==> src/rtl/abr_prim_dom_and_nshare.sv <==
// abr_prim_xor2 / abr_prim_dom_and_nshare
//
// abr_prim_xor2: plain Width-bit XOR. It is kept as its own cell so that every
// masking and integration XOR is an explicit instance. Those instances can then
// be constrained or kept apart during implementation.
//   in0_i, in1_i  operands
//   out_o         in0_i ^ in1_i
//
// abr_prim_dom_and_nshare: domain-oriented masked AND, q = a & b, for NumShares
// shares of DW bits each. The inner-domain and cross-domain products are always
// registered, so one operation can be accepted every cycle. The result appears
// one cycle after the operands are accepted.
//   clk_i        clock
//   rst_b        asynchronous active-low reset
//   clear_i      synchronous scrub of all data flops and out_valid_o
//   in_valid_i   operand valid
//   in_ready_o   operand ready
//   a_i, b_i     operand shares, share s at [s*DW +: DW]
//   z_valid_i    fresh randomness valid
//   z_ready_o    randomness consumed this cycle (equal to operand accept)
//   z_i          NumZ random words, word k at [k*DW +: DW]
//   out_valid_o  result valid
//   out_ready_i  result accepted downstream
//   q_o          result shares, same layout as a_i
//   prd_o        registered a1&b0^z0, reused as a mask source by neighbours

module abr_prim_xor2 #(
  parameter int Width = 1
) (
  input  logic [Width-1:0] in0_i,
  input  logic [Width-1:0] in1_i,
  output logic [Width-1:0] out_o
);
  assign out_o = in0_i ^ in1_i;
endmodule

module abr_prim_dom_and_nshare #(
  parameter int  DW        = 64,
  parameter int  NumShares = 2,
  localparam int NumZ      = NumShares * (NumShares - 1) / 2
) (
  input  logic                    clk_i,
  input  logic                    rst_b,
  input  logic                    clear_i,
  input  logic                    in_valid_i,
  output logic                    in_ready_o,
  input  logic [NumShares*DW-1:0] a_i,
  input  logic [NumShares*DW-1:0] b_i,
  input  logic                    z_valid_i,
  output logic                    z_ready_o,
  input  logic [NumZ*DW-1:0]      z_i,
  output logic                    out_valid_o,
  input  logic                    out_ready_i,
  output logic [NumShares*DW-1:0] q_o,
  output logic [DW-1:0]           prd_o
);

  if (NumShares < 2 || NumShares > 4) begin : gen_bad_shares
    $error("abr_prim_dom_and_nshare: NumShares must be in 2..4");
  end

  logic out_valid_reg;
  logic out_valid_next;
  logic accept;

  // prod_reg[i][i] holds the inner-domain term a_i&b_i. prod_reg[i][j] (i!=j)
  // holds the masked cross-domain term (a_i&b_j)^z_k(i,j).
  logic [DW-1:0] prod_reg  [NumShares][NumShares];
  logic [DW-1:0] prod_next [NumShares][NumShares];

  // ---------------------------------------------------------------------------
  // Handshake. Randomness is consumed only together with operands, so a stall
  // on z_valid_i or on the output never burns random words.
  // ---------------------------------------------------------------------------
  assign in_ready_o = !out_valid_reg | out_ready_i;
  assign accept     = in_valid_i & in_ready_o & z_valid_i & !clear_i;
  assign z_ready_o  = accept;

  always_comb begin
    out_valid_next = out_valid_reg;
    if (clear_i) begin
      out_valid_next = 1'b0;
    end else if (accept) begin
      out_valid_next = 1'b1;
    end else if (out_ready_i) begin
      out_valid_next = 1'b0;
    end
  end

  always_ff @(posedge clk_i or negedge rst_b) begin
    if (!rst_b) begin
      out_valid_reg <= 1'b0;
    end else begin
      out_valid_reg <= out_valid_next;
    end
  end

  assign out_valid_o = out_valid_reg;

  // ---------------------------------------------------------------------------
  // Product terms. The mask XOR sits in front of the flop, so an unmasked
  // cross-domain product never reaches a register.
  // ---------------------------------------------------------------------------
  for (genvar gi = 0; gi < NumShares; gi++) begin : gen_row
    for (genvar gj = 0; gj < NumShares; gj++) begin : gen_col
      logic [DW-1:0] and_term;
      assign and_term = a_i[gi*DW +: DW] & b_i[gj*DW +: DW];

      if (gi == gj) begin : gen_inner
        assign prod_next[gi][gj] = and_term;
      end else begin : gen_cross
        // Pairs (i,j) and (j,i) share one word. The two shares of the mask
        // then cancel when the output shares are combined.
        localparam int Lo = (gi < gj) ? gi : gj;
        localparam int Hi = (gi < gj) ? gj : gi;
        localparam int K  = Lo + Hi * (Hi - 1) / 2;

        abr_prim_xor2 #(.Width(DW)) u_mask (
          .in0_i (and_term),
          .in1_i (z_i[K*DW +: DW]),
          .out_o (prod_next[gi][gj])
        );
      end

      always_ff @(posedge clk_i or negedge rst_b) begin
        if (!rst_b) begin
          prod_reg[gi][gj] <= '0;
        end else if (clear_i) begin
          prod_reg[gi][gj] <= '0;
        end else if (accept) begin
          prod_reg[gi][gj] <= prod_next[gi][gj];
        end
      end
    end

    // -------------------------------------------------------------------------
    // Integration: q_i is the XOR of its domain's registered terms. It is purely
    // combinational after the flops, so no path exists from a_i/b_i/z_i to q_o.
    // -------------------------------------------------------------------------
    logic [DW-1:0] acc [NumShares];
    assign acc[0] = prod_reg[gi][0];

    for (genvar gj = 1; gj < NumShares; gj++) begin : gen_int
      abr_prim_xor2 #(.Width(DW)) u_int (
        .in0_i (acc[gj-1]),
        .in1_i (prod_reg[gi][gj]),
        .out_o (acc[gj])
      );
    end

    assign q_o[gi*DW +: DW] = acc[NumShares-1];
  end

  assign prd_o = prod_reg[1][0];

  // A held result must not move under backpressure. clear_i is excluded
  // because its scrub takes priority and zeroes the result by design.
  q_stable_a : assert property (@(posedge clk_i) disable iff (!rst_b)
    out_valid_o && !out_ready_i && !clear_i |=> $stable(q_o));

endmodule

==> config.mk <==
export PLATFORM = sky130hd
export DESIGN_NAME = abr_prim_dom_and_nshare
export DESIGN_NICKNAME = d
export VERILOG_FILES = /design/src/rtl/abr_prim_dom_and_nshare.sv
export SDC_FILE = /design/constraint.sdc
export NUM_CORES = 1
export LEC_CHECK = 0
export BUFFER_PORTS_ARGS = -buffer_cell sky130_fd_sc_hd__buf_2
export CORE_AREA = 8 8 194 196
export DETAILED_ROUTE_END_ITERATION = 6
export DIE_AREA = 0 0 202 204
export HOLD_SLACK_MARGIN = 0.1
export PLACE_DENSITY = 0.7
export SETUP_SLACK_MARGIN = 0.15
export SLEW_MARGIN = 0
export SYNTH_ARGS = -nofsm -noshare
export SYNTH_HDL_FRONTEND = slang
export SYNTH_HIERARCHICAL = 1
export SYNTH_SLANG_ARGS = --single-unit
==> constraint.sdc <==
create_clock -name clk_i -period 3 [get_ports clk_i]
set_input_delay 0.3 -clock clk_i [delete_from_list [all_inputs] [get_ports clk_i]]
set_output_delay 0.3 -clock clk_i [all_outputs]
set_load 0.05 [all_outputs]
==> impl_metrics.py <==
metrics = {
    "setup_path": {
        "rr_endpoint": "prod_reg[13]",
        "worstSetupEndpoint": "prod_reg[13]",
        "endpoint_kind": "flop",
        "worstRegToRegCells": 6,
        "crit_required_ns": 3.44,
        "criticalPathCategory": "reg -> reg",
        "cp_data_arrival_time_ns": 3.02,
        "reg2reg_from": "out_valid_o",
        "cp-startpoint": "out_valid_o",
        "worst-path-max-fanout": 103,
        "startpoint_type": "flop",
        "ff2ff_setup_slack_ns": 0.42,
    },
    "power_and_ir_drop": {
        "p_per_area_nw_per_um2": 457,
        "p_leak_nw": 10.3,
        "vdd_drop_max_mv": 0.367,
    },
    "synthesis": {
        "synth_cells": 1622,
        "yosysWarnings": 6,
        "synth_seq_cells": 257,
        "ys_top_cells_by_area": "dfrtp_1 (44%), xor2_1 (15%), a21oi_1 (8.7%)",
        "avgSynthCellArea_um2": 9.08,
        "syn_area_um2": 14700,
        "synth_fp_nets": 1948,
        "synth_top_area_share_pct": 43.7,
        "ys_types": 18,
        "seq_area_frac_synth_pct": 43.7,
        "yosysTopAreaCell": "dfrtp_1",
    },
    "finish": {
        "finalNonFillerCells": 2804,
        "final_common_cell": "buf_2",
        "final_nets": 2643,
        "most-common-layout-cells": "buf_2 (518), dlygate4sd3_1 (319), a21oi_1 (257), dfrtp_1 (257), xor2_1 (256)",
        "drive_gt1_share_pct": 25.7,
        "area_growth_pct": 44.5,
        "largest_reg_flops": 128,
    },
    "placement": {
        "gp_congestion": 0.907,
        "port_buffers": 520,
        "post-place-ws_ns": 1.15,
        "dpl.cell_count": 2428,
        "dp_hpwl_mm": 34.5,
    },
    "floorplan": {
        "initial_core_util_pct": 42.3,
        "coreArea_um2": 34800,
        "rows": 69,
        "dieArea_um2": 41200,
        "die_y_um": 204,
        "die_w_um": 202,
        "io_pins": 521,
    },
    "timing": {
        "max_freq_mhz": 388,
        "drv_slew": 0,
        "fin_crit_ns": 2.58,
        "rsz0062_at_grt": "no",
        "finalCritPeriodShare_pct": 86.0,
        "worst_pin_slew_ns": 0.773,
        "hold_ws_ns": 0.131,
        "clock_skew_ns": 0.00898,
        "setup_violations": 0,
        "fin_ws_ns": 0.420,
        "relSlewSlack_pct": 48.4,
        "hold_viol": 0,
        "setup_tns_ns": 0,
    },
    "clocking": {
        "cts_made_buffers": 29,
        "insertion_delay_ns": 0.54,
        "postCtsSetupRepairBufs": 0,
        "clock-sinks": 257,
        "clk_path_buf_depth": 3,
        "htreeDepth": 1,
        "cts_tree": "built",
        "cts_root_buf": "clkbuf_16",
        "clkTransAtPathRegs_ns": 0.06,
    },
    "grt": {
        "grt_pass1_vias": 16200,
        "grt_use_total_pct": 25.4,
        "antenna_found_initial": 5,
        "overflow": 0,
        "grt_pass1_wl_mm": 87.8,
        "grt_max_degree": 139,
    },
    "drt": {
        "postRouteAntennaNets": 0,
        "viasPerCell": 5.57,
        "routedWlPerCell_um": 19.7,
        "routed-via-count": 15600,
        "wl_mm": 55.2,
        "drtIter0Drc": 1041,
        "first_pass_iters": 5,
        "drc": 0,
    },
    "job": {
        "max_cap_violations": 0,
    },
    "worst_hold_path": {
        "min_path_type": "in -> reg",
        "hold_start": "b_i[66]",
        "worstHoldPathCells": 3,
    },
    "outcome": {
        "outcome": "finished, final reports clean",
    },
}
==> repair_timing <==
action                                  4_1_cts  5_1_grt
hold endpoints to repair                    336        0
endpoints found under the setup margin        0        0
hold buffers                                319        0
resized for setup                             0        0
==> Yosys cell counts, drive strengths merged <==
library cell	n
xor2	256
nor2b	1
nand4	128
o21ai	256
buf	125
inv	1
a21oi	257
and2	129
dfrtp	257
nand2	1
clkbuf	82
nand3	128
nor3	1
==> metrics by stage <==
stage,instance area (um2),util [%],total power [mW]
2_1_floorplan,14700,-,5.17
3_3_place_gp,17100,49.2,5.87
3_5_place_dp,17100,49.2,5.89
4_1_cts,21300,61.1,9.79
5_1_grt,21300,61.2,10.1
6_report,21300,61.2,9.73
==> per-layer routing <==
metal / track usage (%) / up-vias / wire length (um)
li1: - / 7011 / -
met5: 0 / - / 0
met3: 5.71 / 230 / 4330
met4: 13.4 / 0 / 3200
met2: 42.8 / 830 / 27200
met1: 30.2 / 7555 / 20500
==> worst min path at each step <==
stage,endpoint
6_report,prod_reg[2]
3_3_place_gp,prod_reg[57]
3_5_place_dp,prod_reg[57]
4_1_cts,prod_reg[2]
5_1_grt,prod_reg[2]
2_1_floorplan,gen_row[0].acc[100]
==> kinds of logic after synthesis <==
| logic type | count (synthesis) | synth area share, % |
|---|---|---|
| AND/OR/NAND/NOR | 388 | 15.4 |
| flip-flops | 257 | 43.7 |
| XOR/XNOR | 256 | 15.2 |
| buffers and inverters | 208 | 8.29 |
| AO/OA/AOI/OAI | 513 | 17.4 |
==> cell type report <==
cell class                 count  area (um2)
clock buffer                  40         817
inverter                       1        11.3
antenna                        5        12.5
timing repair buffer         871        6200
sequential                   257        6430
multi-input combinational   1157        7090
clock inverter                12         135
fill                        2761       13500
tap                          461         577
==> critical path, stage by stage (launching register included) <==
cell and delay, ns:
dfrtp_1 0.37, nor2b_4 0.17, inv_8 0.46, buf_12 0.37, nand4_1 0.16, dlygate4sd3_1 0.62, a21oi_1 0.23
==> where the power goes <==
group | switching [mW] | total [mW] | internal [mW]
logic | 1.59 | 2.41 | 0.826
registers | 0.113 | 3.72 | 3.61
clock network | 1.45 | 3.59 | 2.14
total | 3.15 | 9.73 | 6.58
Note: power is estimated with default switching activity, not from simulation.
